### src/rtl/s2p_in.sv
// s2p_in: drives an external parallel-in/serial-out shift-register chain.
// The chain is loaded and then clocked out one bit at a time. The bits are
// gathered into an internal register, and the finished word is published on
// P_Data together with a one-cycle Valid pulse.
//
// Start and Auto pass through one input register before the FSM looks at
// them. Start is therefore "sampled" on the edge that captures it, and the
// FSM leaves IDLE on the following edge.
//
// s_clk, s_load_n, Valid and Busy are registered. Each is decoded from the
// next state, so it always matches the state the FSM is currently in and
// cannot glitch.

module s2p_in #(
    parameter int DATA_BITS       = 64,
    parameter int DATA_COUNT_BITS = 6,
    parameter int DIR             = 1
) (
    input  logic                 clk,
    input  logic                 rst,
    input  logic                 Start,
    input  logic                 Auto,
    input  logic                 sin,
    output logic                 s_clk,
    output logic                 s_load_n,
    output logic [DATA_BITS-1:0] P_Data,
    output logic                 Valid,
    output logic                 Busy
);

    typedef enum logic [2:0] {
        IDLE,
        LOAD,
        SHIFT_LO,
        SHIFT_HI,
        DONE
    } state_t;

    localparam logic [DATA_COUNT_BITS-1:0] LAST_BIT = DATA_COUNT_BITS'(DATA_BITS - 1);

    state_t                     state_q,    state_d;
    logic [DATA_COUNT_BITS-1:0] cnt_q,      cnt_d;
    logic [DATA_BITS-1:0]       shreg_q,    shreg_d;
    logic [DATA_BITS-1:0]       p_data_q,   p_data_d;
    logic                       s_clk_q,    s_clk_d;
    logic                       s_load_n_q, s_load_n_d;
    logic                       valid_q,    valid_d;
    logic                       busy_q,     busy_d;
    logic                       start_q,    start_d;
    logic                       auto_q,     auto_d;

    // Next-state, datapath and registered-output decode.
    always_comb begin
        // NOTE: every signal gets a default first, so no path can leave one unassigned and infer a latch.
        state_d  = state_q;
        cnt_d    = cnt_q;
        shreg_d  = shreg_q;
        p_data_d = p_data_q;
        start_d  = Start;
        auto_d   = Auto;

        case (state_q)
            IDLE: begin
                if (start_q || auto_q) begin
                    state_d = LOAD;
                end
            end
            LOAD: begin
                cnt_d   = '0;
                state_d = SHIFT_LO;
            end
            SHIFT_LO: begin
                // The chain's current output bit is taken on the edge that raises s_clk.
                if (DIR != 0) begin
                    shreg_d = {shreg_q[DATA_BITS-2:0], sin};
                end else begin
                    shreg_d = {sin, shreg_q[DATA_BITS-1:1]};
                end
                state_d = SHIFT_HI;
            end
            SHIFT_HI: begin
                if (cnt_q == LAST_BIT) begin
                    // Only a complete word is ever copied to P_Data.
                    p_data_d = shreg_q;
                    state_d  = DONE;
                end else begin
                    cnt_d   = cnt_q + DATA_COUNT_BITS'(1);
                    state_d = SHIFT_LO;
                end
            end
            DONE: begin
                state_d = auto_q ? LOAD : IDLE;
            end
            default: begin
                state_d = IDLE;
            end
        endcase

        s_clk_d    = (state_d == SHIFT_HI);
        s_load_n_d = (state_d != LOAD);
        valid_d    = (state_d == DONE);
        busy_d     = (state_d != IDLE);
    end

    // State, datapath and output registers; reset aborts any capture in progress.
    always_ff @(posedge clk or posedge rst) begin
        if (rst) begin
            state_q    <= IDLE;
            cnt_q      <= '0;
            shreg_q    <= '0;
            p_data_q   <= '0;
            s_clk_q    <= 1'b0;
            s_load_n_q <= 1'b1;
            valid_q    <= 1'b0;
            busy_q     <= 1'b0;
            start_q    <= 1'b0;
            auto_q     <= 1'b0;
        end else begin
            // NOTE: non-blocking assignments, so every register updates from pre-edge values.
            state_q    <= state_d;
            cnt_q      <= cnt_d;
            shreg_q    <= shreg_d;
            p_data_q   <= p_data_d;
            s_clk_q    <= s_clk_d;
            s_load_n_q <= s_load_n_d;
            valid_q    <= valid_d;
            busy_q     <= busy_d;
            start_q    <= start_d;
            auto_q     <= auto_d;
        end
    end

    assign s_clk    = s_clk_q;
    assign s_load_n = s_load_n_q;
    assign P_Data   = p_data_q;
    assign Valid    = valid_q;
    assign Busy     = busy_q;

endmodule

### config.mk
export PLATFORM = sky130hd
export DESIGN_NAME = s2p_in
export DESIGN_NICKNAME = d
export VERILOG_FILES = /design/src/rtl/s2p_in.sv
export SDC_FILE = /design/constraint.sdc
export NUM_CORES = 1
export LEC_CHECK = 0
export ABC_AREA = 0
export BUFFER_PORTS_ARGS = -buffer_cell sky130_fd_sc_hd__buf_2
export CAP_MARGIN = 10
export CORE_UTILIZATION = 50
export CTS_CLUSTER_SIZE = 12
export DETAILED_ROUTE_END_ITERATION = 10
export GPL_TIMING_DRIVEN = 0
export HOLD_SLACK_MARGIN = 0.02
export PLACE_DENSITY = 0.76
export SETUP_SLACK_MARGIN = 0.4
export SKIP_LAST_GASP = 1
export SLEW_MARGIN = 25
export SYNTH_ARGS = -nofsm -noshare
export SYNTH_HDL_FRONTEND = slang
export SYNTH_SLANG_ARGS = --single-unit
### constraint.sdc
create_clock -name clk -period 4.7 [get_ports clk]
set_input_delay 0.235 -clock clk [delete_from_list [all_inputs] [get_ports clk]]
set_output_delay 0.235 -clock clk [all_outputs]
set_load 0.005 [all_outputs]
=== Yosys cells after proc, flatten, opt, wreduce, memory -nomap -nowiden ===
Cells that the tools add are included.

* Flip-flop bits (word level): 143
* Latch bits: 0
* Bits in writable memories: 0
* ROM bits: 0
* Input bits: 5
* Output and inout port bits: 68
* Memories: 0

* Add/subtract/negate cells: 1
* $mul: 0
* Div/mod/pow operators: 0
* Magnitude comparators: 0
* Equality and inequality tests: 9
* Shift-type cells: 0
* Multiplexer cells: 6
* Bitwise operators: 0
* Reduce and logical (&&, ||, !) cells: 6

{| class="wikitable"
|+ Operator list
! operator !! count
|-
| $pmux 3 s5 || 1
|-
| $pmux 6 s2 || 1
|-
| $eq 3x2->1 const B || 3
|-
| $add 6x1->6 const B || 1
|-
| $eq 3x3->1 const B || 2
|-
| $eq 6x6->1 const B || 1
|-
| $mux 3 || 2
|-
| $mux 6 || 1
|-
| $reduce_and 2->1 || 2
|-
| $eq 3x1->1 const B || 1
|-
| $logic_not 3->1 || 1
|-
| $ne 3x1->1 const B || 1
|-
| $reduce_bool 3->1 || 1
|-
| $ne 2x2->1 const B || 1
|-
| $reduce_bool 2->1 || 1
|-
| $logic_or 1x1->1 || 1
|-
| $mux 1 || 1
|}

=== Logic depth before layout (Yosys ltp) ===
* Depth after elaboration: 4
* Mapped depth: 6
* Mapped depth without buffers: 4

=== Worst setup path before layout ===
OpenSTA, ideal clock, no wires.

* Path type: reg2reg
* From: register cnt_q[0]
* To: register p_data_q[0], in the netlist P_Data[0]
* Arrival: 1.680 ns
* Setup slack: 2.896 ns
* Stages on the path, launching flop included: 7
* Buffers on the path: 2
* Period minus slack after synthesis: 1.804 ns
* Cell sequence: dfrtp_1 > ha_1 > nand4_1 > nor3_1 > buf_4 > buf_4 > mux2_2

* Word-level cells in the longest chain between the ends: 2

{| class="wikitable"
|+ RTL lines
! what !! line !! source
|-
| start: declaration || 42 || <nowiki>logic [DATA_COUNT_BITS-1:0] cnt_q, cnt_d;</nowiki>
|-
| start signal: assignment || 121 || <nowiki>cnt_q <= cnt_d;</nowiki>
|-
| $eq 6x6->1 || 82 || <nowiki>if (cnt_q == LAST_BIT) begin</nowiki>
|-
| $reduce_and 2->1 (no source line) || - ||
|-
| end signal: assignment || 123 || <nowiki>p_data_q <= p_data_d;</nowiki>
|-
| end: declaration || 44 || <nowiki>logic [DATA_BITS-1:0] p_data_q, p_data_d;</nowiki>
|}

No other way between the ends.
A chain may end at the register's enable or synchronous reset.

=== Worst setup path after layout ===
* From: register cnt_q[0]
* To: register p_data_q[55], in the netlist P_Data[55]

The elaborated chain is that of the path after synthesis.

==> results by group <==
Synthesis
  • Syn Inst Count: approximately 330
  • Synth warn: 0
  • Top cells by area, synth: dfrtp_1 (65%), mux2_2 (21%), mux2_4 (7.4%)
  • Post-synth EDFFs: 0
  • Synth area leader: dfrtp_1
  • Most frequent cell after synthesis: dfrtp_1
  • #FFs+latches synth: 143
  • Yosys cell types: 28
  • Post-Syn Nets: roughly 330
  • Yosys top cell area share: between 60 and 70%
  • Part of the Yosys area used for sequential elements: between 60% and 70%
  • Ys async rst share: 100%
  • Post-synth top flop: dfrtp_1
  • Mapped Area: around 5500 um2
  • Top post-synthesis cells by count: dfrtp_1 (142), mux2_2 (102), mux2_4 (27)
  • Syn_area_per_cell: 16.7 um2

Worst setup path
  • CP dominant cell by count: buf_4
  • Crit path cell chain: ha_1 -> nand4_1 -> nor3_1 -> buf_4 -> buf_4 -> mux2_2
  • CP max FO: 10
  • Reg-to-Reg End: P_Data[55]
  • Critical path capture point type: register
  • Worst setup path category: register to register
  • RR Startpoint: cnt_q[0]
  • Reg2Reg Depth: 6
  • Slowest stage delay, CP: slightly above 400 ps
  • Worst R2R Setup Slack: around 2500 ps
  • CP required: approximately 5100 ps
  • Worst path slowest cell: dfrtp_1
  • Worst setup SP type: register
  • WP data arrival: between 2000 and 3000 ps

Status
  • Status: complete, no violations

Power
  • Sw Pwr: 0.899 mW
  • Max VDD drop: approximately 0.27 mV
  • Pwr Density: between 500 and 600 nW/um2
  • Comb pwr share: between 10% and 20%
  • Pleak: approximately 3.6 nW
  • Clock Power Share: 38.6%
  • Seq pwr share: a little over two fifths
  • Pint: around 2.6 mW
  • Switching share of power: between 20% and 30%

Clock network
  • CTS HTree Levels: 4
  • Bufs on Longest Clock Path: 2
  • Clock Sinks: between 100 and 150
  • CTS tree: built
  • Setup bufs post-CTS: 0
  • TritonCTS Buffers: 17
  • Worst-Skew Late Latency: between 500 and 600 ps
  • Worst-path clk slew: 60 ps
  • Root Buffer: clkbuf_8

Finish
  • Share of cells above drive strength 1: a little under three fifths
  • Diodes inserted: 0
  • Area delta synth->final: 22.2%
  • Post-layout util: 63.9%
  • Net count, final: around 430

Route
  • Wire per inst: around 16 um
  • Iter 0 DRT Violations: 152
  • Post-route antenna net violation count: 0
  • # DRC: 0
  • Vias/cell: approximately 5.2
  • DRT Wirelength: ~9200 um
  • Pre-Repair DR Iteration Count: 4
  • Via count: slightly below 3000

Timing
  • Min cycle time layout: around 2200 ps
  • Hold Violations, Final: 0
  • Max Slew Vio Count: 0
  • Hold slack: around 290 ps
  • Max_slew headroom: approximately three quarters
  • RSZ-0062 raised after global routing: false
  • Final setup violation count: 0
  • Least-Margin Pin Slew: 382 ps
  • Fin Setup TNS: 0 ps
  • Final period utilization: between 40 and 50%
  • Clock Skew: roughly 7.4 ps
  • FMAX: 0.455 GHz

Die
  • Num rows: 37
  • Die area: ~11000 um2
  • IO Count: 73
  • Chip width: approximately 110 um
  • Core area: ~10000 um2
  • Die Ht: approximately 110 um
  • Starting density of the core: a little over half

Placed design
  • HPWL reported at the end of detailed placement: 5940 um
  • GPL Wtd Cong: around 0.78
  • # port buffers: 72

GRT
  • Met3 demand-to-capacity share in global routing: around 6.4%
  • Largest net degree at the start of global routing: 86
  • Gr usage total: approximately 18%
  • GRT overflow: 0
  • Busiest grt layer: met2
  • Met2 Resource Use GR: 28.4%
  • First-pass GRT wire length: ~16000 um
  • GR Layer Usage met1: a little under a quarter
  • Vias in the first global route: 3200
  • Initial antenna violation count: 0

Hold path
  • Min-delay worst type: primary input to async pin

Job
  • Max-cap violations: 0
sequential cells by signal (all words and copies together) (netlist names):
signal    count
Busy          1
P_Data       64
Valid         1
auto_q        1
cnt_q         6
s_clk         1
s_load_n      1
shreg_q      64
start_q       1
state_q       3
worst max-delay path: cells and delay by family (launching register included):
| kind | cells | cell delay [ps] |
|---|---|---|
| adder cells (fa/ha/maj) | 1 | 270 |
| buffers and inverters | 2 | 480 |
| flip-flops | 1 | 410 |
| multiplexers | 1 | 360 |
| AND/OR/NAND/NOR | 2 | 560 |
power by group through the flow:
| stage | combinational [mW] | clock (mW) | sequential (mW) |
|---|---|---|---|
| floorplan | 0.577 | 0 | 1.47 |
| global placement | 0.656 | 0 | 1.50 |
| detailed placement | 0.679 | 0 | 1.51 |
| CTS | 0.687 | 1.39 | 1.49 |
| global route | 0.733 | 1.44 | 1.51 |
| finish | 0.677 | 1.36 | 1.49 |
worst max-delay path by stage:
stage	endpoint	depth (start not counted)	startpoint	slack, ps
finish	P_Data[55]	6	cnt_q[0]	2500
global route	P_Data[9]	6	cnt_q[0]	2330
CTS	P_Data[55]	6	cnt_q[0]	2460
detailed placement	P_Data[9]	6	cnt_q[0]	2480
global placement	shreg_q[46]	2	rst	-680
floorplan	Busy	1	rst	630
placed cells by master (no fill, tap or decap), types with 2 or more instances in the layout:
cell type,instances
a21oi_1,3
a41oi_1,2
buf_2,76
buf_4,6
buf_6,4
bufinv_16,4
clkbuf_1,4
clkbuf_16,16
clkinv_4,2
clkinvlp_4,5
dfrtp_1,142
dlygate4sd3_1,4
inv_1,3
mux2_2,102
mux2_4,27
nand2_1,4
nand3_1,3
nor2_1,4
nor2b_1,2
nor3_1,4
o21ai_0,2
metrics by stage:
| step | instance area, um2 | power (mW) | worst slack [ps] | instances |
|---|---|---|---|---|
| after CTS | 6690 | 3.57 | 2460 | 572 |
| after detailed placement | 6040 | 2.19 | 2480 | 536 |
| final | 6690 | 3.53 | 2500 | 572 |
| after global placement | 6000 | 2.15 | -681 | 535 |
| after floorplan | 5470 | 2.05 | 629 | 327 |
| after global routing | 6690 | 3.68 | 2330 | 572 |
cells by family after synthesis:
group,Yosys count,synth area share [%]
buf+inv,21,2.49
flops,143,65.4
fa+ha+maj,1,0.229
compound gates,11,1.44
simple gates,21,1.87
mux,130,28.6
layer usage:
metal  wire (um)  share of wire (%)  up-vias
met5           0                  0        -
met4          57               0.62        0
met3         518                5.6        8
met2        4460                 49       76
met1        4140                 45     1534
li1            -                  -     1350
layout make-up:
| type | instances | area [um2] |
|---|---|---|
| Inverter | 5 | 26.3 |
| Sequential cell | 143 | 3580 |
| Tap cell | 136 | 170 |
| Buffer | 16 | 118 |
| Clock inverter | 13 | 189 |
| Clock buffer | 19 | 422 |
| Fill cell | 809 | 3770 |
| Multi-Input combinational cell | 163 | 1760 |
| Timing Repair Buffer | 77 | 428 |
repair_timing:
| action | 4_1_cts | 5_1_grt |
|---|---|---|
| gates resized for setup | 0 | 0 |
| hold endpoints to repair | 60 | 0 |
| hold buffers | 4 | 0 |
Note: power is estimated with default switching activity, not from simulation.
